<file path="config.mk">
export PLATFORM = sky130hd
export DESIGN_NAME = alu_md_flat
export DESIGN_NICKNAME = d
export VERILOG_FILES = /design/src/rtl/alu_md_if.sv /design/src/rtl/alu_md.sv /design/src/flat_wrapper.sv
export SDC_FILE = /design/constraint.sdc
export NUM_CORES = 2
export LEC_CHECK = 0
export BUFFER_PORTS_ARGS = -buffer_cell sky130_fd_sc_hd__buf_2
export CORE_MARGIN = 10
export CORE_UTILIZATION = 40
export DETAILED_ROUTE_END_ITERATION = 10
export HOLD_SLACK_MARGIN = 0.06
export PLACE_DENSITY_LB_ADDON = 0.3
export RECOVER_POWER = 50
export SLEW_MARGIN = 0
export SYNTH_ARGS = -nofsm -noshare
export SYNTH_HDL_FRONTEND = slang
export SYNTH_SLANG_ARGS = --single-unit
</file>
<file path="constraint.sdc">
create_clock -name clk -period 16.2 [get_ports clk]
set_clock_uncertainty 0.05 [all_clocks]
set_input_delay 0.81 -clock clk [delete_from_list [all_inputs] [get_ports clk]]
set_output_delay 0.81 -clock clk [all_outputs]
set_load 0.005 [all_outputs]
</file>
<file path="src/rtl/alu_md_if.sv">
// Request/response bundle for alu_md: request side (in_*, operands, opcode)
// and result side (out_*, S, HI, LO, div_zero).
interface alu_md_if #(
  parameter int WIDTH = 32
) ();
  logic             in_valid;
  logic             in_ready;
  logic [WIDTH-1:0] A;
  logic [WIDTH-1:0] B;
  logic [5:0]       ALUFun;
  logic             Sign;
  logic [1:0]       MD;
  logic             out_valid;
  logic             out_ready;
  logic [WIDTH-1:0] S;
  logic [WIDTH-1:0] HI;
  logic [WIDTH-1:0] LO;
  logic             div_zero;

  modport master (
    output in_valid, A, B, ALUFun, Sign, MD, out_ready,
    input  in_ready, out_valid, S, HI, LO, div_zero
  );

  modport slave (
    input  in_valid, A, B, ALUFun, Sign, MD, out_ready,
    output in_ready, out_valid, S, HI, LO, div_zero
  );
endinterface

</file>
<file path="src/rtl/alu_md.sv">
// ALU with iterative multiply/divide. Single-cycle ALU ops land in DONE on
// the accept edge; MULT/DIV iterate one bit per BUSY cycle on operand
// magnitudes and apply the result sign on the last BUSY cycle.
module alu_md #(
  parameter int WIDTH = 32,
  parameter int SHW   = $clog2(WIDTH)
) (
  input logic      clk,
  input logic      reset,
  alu_md_if.slave  bus
);

  typedef enum logic [1:0] {IDLE = 2'd0, BUSY = 2'd1, DONE = 2'd2} state_t;

  localparam logic [WIDTH-1:0]   ONE_W    = {{(WIDTH-1){1'b0}}, 1'b1};
  localparam logic [2*WIDTH-1:0] ONE_2W   = {{(2*WIDTH-1){1'b0}}, 1'b1};
  localparam logic [SHW-1:0]     LAST_CNT = SHW'(WIDTH-1);
  localparam logic [SHW-1:0]     CNT_ONE  = {{(SHW-1){1'b0}}, 1'b1};

  // Two's-complement negation helpers used for magnitude/sign handling.
  function automatic logic [WIDTH-1:0] neg_w(input logic [WIDTH-1:0] v);
    return ~v + ONE_W;
  endfunction

  function automatic logic [2*WIDTH-1:0] neg_2w(input logic [2*WIDTH-1:0] v);
    return ~v + ONE_2W;
  endfunction

  state_t             state_r;
  logic [WIDTH-1:0]   s_r, hi_r, lo_r;
  logic               dz_r;
  logic [SHW-1:0]     cnt_r;
  logic               is_div_r, b_zero_r, neg_res_r, neg_rem_r;
  logic [WIDTH-1:0]   a_r;
  logic [2*WIDTH-1:0] mcand_r, prod_r;
  logic [WIDTH-1:0]   mplier_r, rem_r, quo_r, dvs_r;

  logic               in_ready_s, accept_s, is_md_s;
  logic               neg_a_s, neg_b_s, lt_s;
  logic [WIDTH-1:0]   mag_a_s, mag_b_s, alu_s;
  logic [SHW-1:0]     sh_s;
  logic [2*WIDTH-1:0] prod_step_s, mul_fin_s;
  logic [WIDTH:0]     shifted_s, diff_s;
  logic [WIDTH-1:0]   rem_step_s, quo_step_s, div_lo_s, div_hi_s;

  assign in_ready_s = (state_r == IDLE) | ((state_r == DONE) & bus.out_ready);
  assign accept_s   = bus.in_valid & in_ready_s;
  assign is_md_s    = (bus.MD == 2'b01) | (bus.MD == 2'b10);

  assign neg_a_s = bus.Sign & bus.A[WIDTH-1];
  assign neg_b_s = bus.Sign & bus.B[WIDTH-1];
  assign mag_a_s = neg_a_s ? neg_w(bus.A) : bus.A;
  assign mag_b_s = neg_b_s ? neg_w(bus.B) : bus.B;

  assign sh_s = bus.A[SHW-1:0];
  assign lt_s = bus.Sign ? ($signed(bus.A) < $signed(bus.B)) : (bus.A < bus.B);

  assign bus.in_ready  = in_ready_s;
  assign bus.out_valid = (state_r == DONE);
  assign bus.S         = s_r;
  assign bus.HI        = hi_r;
  assign bus.LO        = lo_r;
  assign bus.div_zero  = dz_r;

  // Single-cycle ALU/compare result from the request currently offered.
  always_comb begin
    alu_s = bus.A;
    case (bus.ALUFun)
      6'b000000: alu_s = bus.A + bus.B;
      6'b000001: alu_s = bus.A - bus.B;
      6'b011000: alu_s = bus.A & bus.B;
      6'b011110: alu_s = bus.A | bus.B;
      6'b010110: alu_s = bus.A ^ bus.B;
      6'b010001: alu_s = ~(bus.A | bus.B);
      6'b011010: alu_s = bus.A;
      6'b100000: alu_s = bus.B << sh_s;
      6'b100001: alu_s = bus.B >> sh_s;
      6'b100011: alu_s = $signed(bus.B) >>> sh_s;
      6'b110011: alu_s = {{(WIDTH-1){1'b0}}, (bus.A == bus.B)};
      6'b110001: alu_s = {{(WIDTH-1){1'b0}}, (bus.A != bus.B)};
      6'b110101: alu_s = {{(WIDTH-1){1'b0}}, lt_s};
      6'b111011: alu_s = {{(WIDTH-1){1'b0}}, bus.A[WIDTH-1]};
      6'b111101: alu_s = {{(WIDTH-1){1'b0}}, (bus.A[WIDTH-1] | (bus.A == {WIDTH{1'b0}}))};
      6'b111111: alu_s = {{(WIDTH-1){1'b0}}, (~bus.A[WIDTH-1] & (bus.A != {WIDTH{1'b0}}))};
      default:   alu_s = bus.A;
    endcase
  end

  // One shift-add and one restoring-divide step, plus the sign-corrected finals.
  always_comb begin
    prod_step_s = mplier_r[0] ? (prod_r + mcand_r) : prod_r;
    mul_fin_s   = neg_res_r ? neg_2w(prod_step_s) : prod_step_s;
    shifted_s   = {rem_r, quo_r[WIDTH-1]};
    diff_s      = shifted_s - {1'b0, dvs_r};
    if (!diff_s[WIDTH]) begin
      rem_step_s = diff_s[WIDTH-1:0];
      quo_step_s = {quo_r[WIDTH-2:0], 1'b1};
    end else begin
      rem_step_s = shifted_s[WIDTH-1:0];
      quo_step_s = {quo_r[WIDTH-2:0], 1'b0};
    end
    if (b_zero_r) begin
      div_lo_s = {WIDTH{1'b1}};
      div_hi_s = a_r;
    end else begin
      div_lo_s = neg_res_r ? neg_w(quo_step_s) : quo_step_s;
      div_hi_s = neg_rem_r ? neg_w(rem_step_s) : rem_step_s;
    end
  end

  // Control FSM with the result and iteration registers.
  always_ff @(posedge clk) begin
    if (!reset) begin
      state_r   <= IDLE;
      s_r       <= {WIDTH{1'b0}};
      hi_r      <= {WIDTH{1'b0}};
      lo_r      <= {WIDTH{1'b0}};
      dz_r      <= 1'b0;
      cnt_r     <= {SHW{1'b0}};
      is_div_r  <= 1'b0;
      b_zero_r  <= 1'b0;
      neg_res_r <= 1'b0;
      neg_rem_r <= 1'b0;
      a_r       <= {WIDTH{1'b0}};
      mcand_r   <= {(2*WIDTH){1'b0}};
      prod_r    <= {(2*WIDTH){1'b0}};
      mplier_r  <= {WIDTH{1'b0}};
      rem_r     <= {WIDTH{1'b0}};
      quo_r     <= {WIDTH{1'b0}};
      dvs_r     <= {WIDTH{1'b0}};
    end else begin
      case (state_r)
        IDLE, DONE: begin
          if (accept_s) begin
            if (is_md_s) begin
              cnt_r     <= {SHW{1'b0}};
              is_div_r  <= (bus.MD == 2'b10);
              b_zero_r  <= (bus.B == {WIDTH{1'b0}});
              neg_res_r <= neg_a_s ^ neg_b_s;
              neg_rem_r <= neg_a_s;
              a_r       <= bus.A;
              mcand_r   <= {{WIDTH{1'b0}}, mag_a_s};
              prod_r    <= {(2*WIDTH){1'b0}};
              mplier_r  <= mag_b_s;
              rem_r     <= {WIDTH{1'b0}};
              quo_r     <= mag_a_s;
              dvs_r     <= mag_b_s;
              state_r   <= BUSY;
            end else begin
              s_r     <= alu_s;
              state_r <= DONE;
            end
          end else if ((state_r == DONE) && bus.out_ready) begin
            state_r <= IDLE;
          end else begin
            state_r <= state_r;
          end
        end
        BUSY: begin
          prod_r   <= prod_step_s;
          mcand_r  <= {mcand_r[2*WIDTH-2:0], 1'b0};
          mplier_r <= {1'b0, mplier_r[WIDTH-1:1]};
          rem_r    <= rem_step_s;
          quo_r    <= quo_step_s;
          cnt_r    <= cnt_r + CNT_ONE;
          if (cnt_r == LAST_CNT) begin
            state_r <= DONE;
            if (is_div_r) begin
              hi_r <= div_hi_s;
              lo_r <= div_lo_s;
              s_r  <= div_lo_s;
              dz_r <= b_zero_r;
            end else begin
              hi_r <= mul_fin_s[2*WIDTH-1:WIDTH];
              lo_r <= mul_fin_s[WIDTH-1:0];
              s_r  <= mul_fin_s[WIDTH-1:0];
              dz_r <= 1'b0;
            end
          end else begin
            state_r <= BUSY;
          end
        end
        default: state_r <= IDLE;
      endcase
    end
  end

endmodule
</file>
<file path="src/flat_wrapper.sv">
// flat-port wrapper written by rule: the top's interface ports become plain ports
module alu_md_flat 
#(
  parameter int WIDTH = 32,
  parameter int SHW   = $clog2(WIDTH)
)
  (clk, reset, bus_in_valid, bus_A, bus_B, bus_ALUFun, bus_Sign, bus_MD, bus_out_ready, bus_in_ready, bus_out_valid, bus_S, bus_HI, bus_LO, bus_div_zero);
  alu_md_if #(.WIDTH(WIDTH)) bus_i ();
  input logic clk;
  input logic reset;
  input wire logic [$bits(bus_i.in_valid)-1:0] bus_in_valid;
  input wire logic [$bits(bus_i.A)-1:0] bus_A;
  input wire logic [$bits(bus_i.B)-1:0] bus_B;
  input wire logic [$bits(bus_i.ALUFun)-1:0] bus_ALUFun;
  input wire logic [$bits(bus_i.Sign)-1:0] bus_Sign;
  input wire logic [$bits(bus_i.MD)-1:0] bus_MD;
  input wire logic [$bits(bus_i.out_ready)-1:0] bus_out_ready;
  output wire logic [$bits(bus_i.in_ready)-1:0] bus_in_ready;
  output wire logic [$bits(bus_i.out_valid)-1:0] bus_out_valid;
  output wire logic [$bits(bus_i.S)-1:0] bus_S;
  output wire logic [$bits(bus_i.HI)-1:0] bus_HI;
  output wire logic [$bits(bus_i.LO)-1:0] bus_LO;
  output wire logic [$bits(bus_i.div_zero)-1:0] bus_div_zero;
  assign bus_i.in_valid = bus_in_valid;
  assign bus_i.A = bus_A;
  assign bus_i.B = bus_B;
  assign bus_i.ALUFun = bus_ALUFun;
  assign bus_i.Sign = bus_Sign;
  assign bus_i.MD = bus_MD;
  assign bus_i.out_ready = bus_out_ready;
  assign bus_in_ready = bus_i.in_ready;
  assign bus_out_valid = bus_i.out_valid;
  assign bus_S = bus_i.S;
  assign bus_HI = bus_i.HI;
  assign bus_LO = bus_i.LO;
  assign bus_div_zero = bus_i.div_zero;
  alu_md #(.WIDTH(WIDTH), .SHW(SHW)) u_core (.clk(clk), .reset(reset), .bus(bus_i));
endmodule
</file>
After elaboration in Yosys (flattened, before gate mapping):

Cells that the tools add are included.

* output and inout port bits: 99
* input port bits: 77
* word-level logic and storage cells: 131
* bits in registers: 396

* mux-type cells: 42
* $add $sub $neg: 10
* reduce and logical (&&, ||, !) cells: 12
* eq/ne operators: 26
* bitwise operators: 19
* order comparisons: 2
* shift-type cells: 3

Operator list (count)
* 32-bit 2-to-1 mux: 18
* 32-bit case mux with 15 select lines: 1
* 64-bit 2-to-1 mux: 6
* 32-bit case mux with 2 select lines: 4
* 64-bit case mux with 2 select lines: 2
* 32-bit inverter: 5
* 32-bit by 1-bit adder with 32-bit output (second input constant): 4
* 64-bit by 1-bit adder with 64-bit output (second input constant): 1
* 64-bit adder: 1
* 32-bit zero test: 2
* 32-bit < comparator: 2
* 64-bit inverter: 1
* 6-bit equality test (second input constant): 9
* 33-bit by 32-bit subtractor with 33-bit output: 1
* 32-bit adder: 1
* 32-bit AND: 1
* 32-bit equality test: 1
* 32-bit != test: 1
* 32-bit bitwise OR: 1
* 32-bit nonzero test: 1
* 32-bit by 5-bit << shifter with 32-bit output: 1
* 32-bit by 5-bit >> shifter with 32-bit output: 1
* 32-bit by 5-bit >>> shifter with 32-bit output: 1
* 32-bit subtractor: 1
* 27 further kinds: 47

Logic depth before layout (Yosys ltp):

* word-level depth: 9
* mapped depth: 27
* depth with buffers taken out: 24

Worst setup path before layout:

OpenSTA, ideal clock, no wires.

* path type: flip-flop to flip-flop
* start: register u_core.quo_r[31]
* end: register u_core.hi_r[30], in the netlist u_core.bus.HI[30]
* data arrival time: 5466 ps
* path slack: 10605 ps
* data required time: 16071 ps
* cell stages (with the launch flop): 28
* library setup time: 79 ps
* clock period less this slack: 5595 ps
* buffers on the path: 3
* cell sequence: dfxtp_1 inv_1 ha_1 inv_1 fa_1 a21o_1 a221oi_1 or4_1 and2_1 a2111oi_2 o21a_1 nor2_2 inv_1 clkbuf_1 buf_2 buf_1 nor2_1 a21oi_1 ha_1 inv_1 nor2_1 nand3_1 o31ai_1 o211ai_1 o41ai_1 xor2_1 a21oi_1 o211ai_1

* word-level cells in the longest chain between the ends: 7

RTL lines
* start: declaration: line alu_md.sv:36 `logic [WIDTH-1:0] mplier_r, rem_r, quo_r, dvs_r;`
* start signal: assignment: line alu_md.sv:129 `quo_r <= {WIDTH{1'b0}};`
* start signal: assignment: line alu_md.sv:146 `quo_r <= mag_a_s;`
* start signal: assignment: line alu_md.sv:164 `quo_r <= quo_step_s;`
* 33-bit by 32-bit subtractor with 33-bit output: line alu_md.sv:94 `diff_s = shifted_s - {1'b0, dvs_r};`
* 32-bit 2-to-1 mux (*): line alu_md.sv:95 `if (!diff_s[WIDTH]) begin`
* 32-bit inverter: line alu_md.sv:22 `return ~v + ONE_W;`
* 32-bit by 1-bit adder with 32-bit output: line alu_md.sv:22
* 32-bit 2-to-1 mux (*): line alu_md.sv:107 `div_hi_s = neg_rem_r ? neg_w(rem_step_s) : rem_step_s;`
* 32-bit 2-to-1 mux (*): line alu_md.sv:102 `if (b_zero_r) begin`
* 32-bit 2-to-1 mux (*): line alu_md.sv:168 `if (is_div_r) begin`
* end signal: assignment: line alu_md.sv:116 `hi_r <= {WIDTH{1'b0}};`
* end signal: assignment: line alu_md.sv:169 `hi_r <= div_hi_s;`
* end signal: assignment: line alu_md.sv:174 `hi_r <= mul_fin_s[2*WIDTH-1:WIDTH];`
* end: declaration: line alu_md.sv:30 `logic [WIDTH-1:0] s_r, hi_r, lo_r;`

Every way passes the cells marked *; elsewhere a longest branch is shown, timed or not.
A chain may end at the register's enable or synchronous reset.

Final worst setup path:

* start: register u_core.state_r[1]
* end: register u_core.mplier_r[3]

* word-level cells in the longest chain between the ends: 6
* elaborated cells between the ends (all ways): 12
* classes of those cells: eq/ne: 4; mux: 1; bitwise: 3; reduce/logical: 4

RTL lines
* start: declaration: line alu_md.sv:29 `state_t state_r;`
* start signal: assignment: line alu_md.sv:156 `state_r <= state_r;`
* 2-bit equality test: line alu_md.sv:46, alu_md.sv:132
* 1-bit AND: line alu_md.sv:46 `assign in_ready_s = (state_r == IDLE) | ((state_r == DONE) & bus.out_ready);`
* 1-bit bitwise OR: line alu_md.sv:46
* 1-bit AND: line alu_md.sv:47 `assign accept_s = bus.in_valid & in_ready_s;`
* 2-bit by 1-bit != test with 1-bit output (no line)
* 3-bit AND reduction (no line)
* end signal: assignment: line alu_md.sv:127 `mplier_r <= {WIDTH{1'b0}};`
* end signal: assignment: line alu_md.sv:144 `mplier_r <= mag_b_s;`
* end signal: assignment: line alu_md.sv:162 `mplier_r <= {1'b0, mplier_r[WIDTH-1:1]};`
* end: declaration: line alu_md.sv:36

Several ways; a longest one is shown, not always the timed one.

==> results.md <==
- Status: complete, but fails checks
- Failing checks: capacitance limit, slew limit
- Syn_nets: 5455
- TritonRoute pass-1 iters: 6
- Number of synthesized register bits: 396
- FP Rows: 110
- Clock transition at the registers of the reported paths: 60 ps
- Slew headroom: -1.47
- Critical path class: flip-flop to flip-flop
- Fin util: 0.438
- Post-synth EDFFs: 0
- Final setup viols: 0
- Met2 Use GR: 0.461
- Avg WL per Cell: 26.9 um
- Max Fclk: ~140 MHz
- Yosys warning count: 0
- Starting Density: 0.405
- Synthesized cell area: 0.0366 sq mm
- Setup crit end kind: flip-flop
- CTS tree: yes
- RePlAce Congestion: roughly 1.0
- Slew Viols, Final: 467
- Pin count of the biggest net entering global routing: roughly 180
- Hold Startpoint: bus_out_ready
- Register-to-Register Path Depth: 8
- IO Pins: 176
- Share of layout cells above drive strength 1: 0.0673
- Data required time of the critical path: ~17000 ps
- Routed WL: ~170 mm
- Reg2reg setup slack: 9300 ps
- Worst flop-to-flop path startpoint: u_core.state_r[1]
- Width of the die: 323 um
- CP delay by family, top: buffers and inverters
- CP startpoint kind: flip-flop
- Ys flop type: dfxtp_1
- DIE HEIGHT: 323 um
- Root buf cell: clkbuf_16
- Compound-Gate Fraction of Synth Area: 0.309
- H-tree lvl count: 2
- Number of nets still failing antenna checks after routing: 0
- Worst-Skew Late Latency: about 640 ps
- Fin. Hold Viols: 0
- Slowest CP cell: clkbuf_1
- Largest family of logic cells by synthesized area: compound AO/OA/AOI/OAI gates
- Port bufs: about 180
- Setup tns final: 0 ps
- Gr usage total: 0.307
- Hold Crit Depth: 4
- Hold-fix buffers, CTS: 0
- Simple-gate share of the synthesized area: 0.240
- Remaining Overflow, GRT: 0
- Mux share of post-synthesis cell area: 0.0507
- DR iter-0 viols: 5527
- RSZ-0062 raised after global routing: false
- Crit path DAT: between 7000 and 8000 ps
- Distinct cells, synth: 100
- Nets: between 5000 and 6000
- Ys async rst share: 0
- Post-CTS Setup Bufs: 0
- Die Footprint: 0.104 sq mm
- Area Growth Syn to Fin: 8.18%
- Post_cts resized: 0
- Pleak: 14.9 nW
- Crit Path Max Fanout: 78
- Hold crit path type: input port to flip-flop
- Clock Path Buffers: 3
- Hold slack: 398 ps
- Most used routing layer: met2
- Post-synthesis adder-cell area fraction: 0.0702
- Synth Area in XOR/XNOR: 0.0536
- Crit path cell chain: a21oi_1, nand2_1, or2_2, clkbuf_1, clkbuf_1, a21oi_1, a221oi_1, nor2_1
- Max Cap Viol: 8
- DR vias: 41300
- Global-route wire length before repair: 246 mm
- Core Region: 0.0904 sq mm
- Post-Layout Cell Count: approximately 6300
- Crit share post-route: 0.426
- Max incr delay on CP: around 2700 ps
- Met3 Track Usage GR: 0.0518
- Hold endpoint: u_core.state_r[1]
- Avg Cell Area, Syn: 7.08 sq um
- Final HPWL from detailed placement: 126 mm
- Vias in the first global route: roughly 37000
- Min Tclk post-route: a little under 7000 ps
- P per Cell Area: 160 mW/mm^2
- Measured slew at the worst slew-check pin: around 3700 ps
- RR Endpoint: u_core.mplier_r[3]
- Total CTS buffers: 49
- Crit path buffers/inverters: 2
- VDD IR max: 464 uV
- Synth Instances: approximately 5200
- TritonCTS Sinks: 396
- Antenna violations before repair: 13
- DP Cell Count: 6179
- Vias per cell: between 6 and 7
- Seq/Total Area, Yosys: 0.216
- Drt drc: 0
- GR Util met1: 0.419
-- tightest hold or removal path, stage by stage --
cell and delay, ps:
buf_2 80, inv_1 40, nand2_1 50, a21oi_1 60
-- metal layers --
metal / up-vias / wire, um
met5: - / 60
met4: 10 / 9640
met3: 416 / 16400
met2: 2228 / 71700
met1: 19900 / 70700
li1: 18800 / -
-- cell usage after synthesis, types with 34 or more instances --
master / n / share of area
inv_1: 164 / 0.017
a31oi_1: 119 / 0.020
xnor2_1: 160 / 0.038
o211ai_1: 89 / 0.018
a22oi_1: 46 / 0.0094
nor2_1: 625 / 0.064
xor2_1: 64 / 0.015
a21oi_1: 490 / 0.067
o31ai_1: 61 / 0.013
ha_1: 199 / 0.068
dfxtp_1: 396 / 0.22
nand2_1: 556 / 0.057
a221oi_1: 60 / 0.014
clkbuf_1: 345 / 0.035
mux2i_1: 100 / 0.027
a21o_1: 56 / 0.011
buf_1: 38 / 0.0039
and3_1: 84 / 0.014
mux4_2: 34 / 0.021
or3_1: 58 / 0.0099
nor4_1: 38 / 0.0065
nand3_1: 151 / 0.021
o21ai_0: 342 / 0.047
nand2b_1: 35 / 0.0060
a211oi_1: 98 / 0.020
nand4_1: 70 / 0.012
nor3_1: 100 / 0.014
-- flip-flops by register name, summed over array words and instances, names as in the netlist --
signal / count
u_core.mcand_r: 64
u_core.prod_r: 64
u_core.a_r: 32
u_core.bus.HI: 32
u_core.bus.LO: 32
u_core.bus.S: 32
u_core.dvs_r: 32
u_core.mplier_r: 32
u_core.quo_r: 32
u_core.rem_r: 32
u_core.cnt_r: 5
u_core.state_r: 2
u_core.b_zero_r: 1
u_core.bus.div_zero: 1
u_core.is_div_r: 1
u_core.neg_rem_r: 1
u_core.neg_res_r: 1
-- worst max path at each step --
| stage | startpoint | cells past startpoint | end | slack, ps |
|---|---|---|---|---|
| 3_5_place_dp | u_core.quo_r[31] | 24 | u_core.bus.HI[30] | 10060 |
| 6_report | u_core.state_r[1] | 8 | u_core.mplier_r[3] | 9300 |
| 5_1_grt | u_core.state_r[1] | 8 | u_core.mplier_r[4] | 8910 |
| 4_1_cts | u_core.quo_r[31] | 24 | u_core.bus.HI[30] | 10010 |
| 2_1_floorplan | u_core.quo_r[31] | 27 | u_core.bus.HI[30] | 10610 |
| 3_3_place_gp | u_core.quo_r[31] | 24 | u_core.bus.HI[30] | 10190 |
-- where the power goes --
group	switching [W]	total [W]	internal [W]
Clock	0.000492	0.00123	0.000733
Combinational	0.00263	0.00398	0.00136
Sequential	0.0000874	0.00113	0.00104
-- kinds of logic after synthesis --
| logic type | after synthesis |
|---|---|
| XOR/XNOR | 224 |
| multiplexers | 142 |
| AO/OA/AOI/OAI | 1741 |
| adder cells (fa/ha/maj) | 203 |
| flip-flops | 396 |
| AND/OR/NAND/NOR | 1895 |
| buffers and inverters | 574 |
-- through the flow --
step | setup slack [ps] | total power [W] | cell area (sq um)
after CTS | 10010 | 0.00625 | 39800
after floorplan | 10610 | 0.00392 | 36600
after global routing | 8910 | 0.00671 | 39600
final | 9300 | 0.00634 | 39600
after global placement | 10190 | 0.00502 | 38000
after detailed placement | 10060 | 0.00502 | 38000
-- cell usage in the layout (no fill, tap or decap), types with 24 or more instances in the layout --
cell,instances
o211ai_1,89
a21oi_1,490
nand2_1,554
nand2b_1,33
a211oi_1,98
o21a_1,33
clkbuf_1,103
and2_1,31
or3_1,58
a21o_1,56
mux2i_1,100
xnor2_1,160
nor2_1,623
nor2b_1,29
and3_1,84
o21ai_0,341
o22ai_1,31
dfxtp_1,393
o31ai_1,61
nor3_1,97
a22oi_1,46
o221ai_1,33
nor4_1,38
nand4_1,70
clkbuf_16,50
ha_1,199
o21bai_1,25
xor2_1,64
buf_4,50
o2111ai_1,24
a31oi_1,118
mux4_2,34
a221oi_1,60
inv_1,163
buf_2,83
o41ai_1,27
nand3_1,150
-- final cells by class --
cell class | instances | area (sq um)
antenna | 3 | 7.51
multi-input combinational | 4205 | 26600
clock buffer | 67 | 1430
inverter | 169 | 642
tap | 1176 | 1470
clock inverter | 25 | 355
timing repair buffer | 233 | 1200
fill | 9392 | 50800
sequential | 396 | 7930
(Power assumes the default switching activity.)
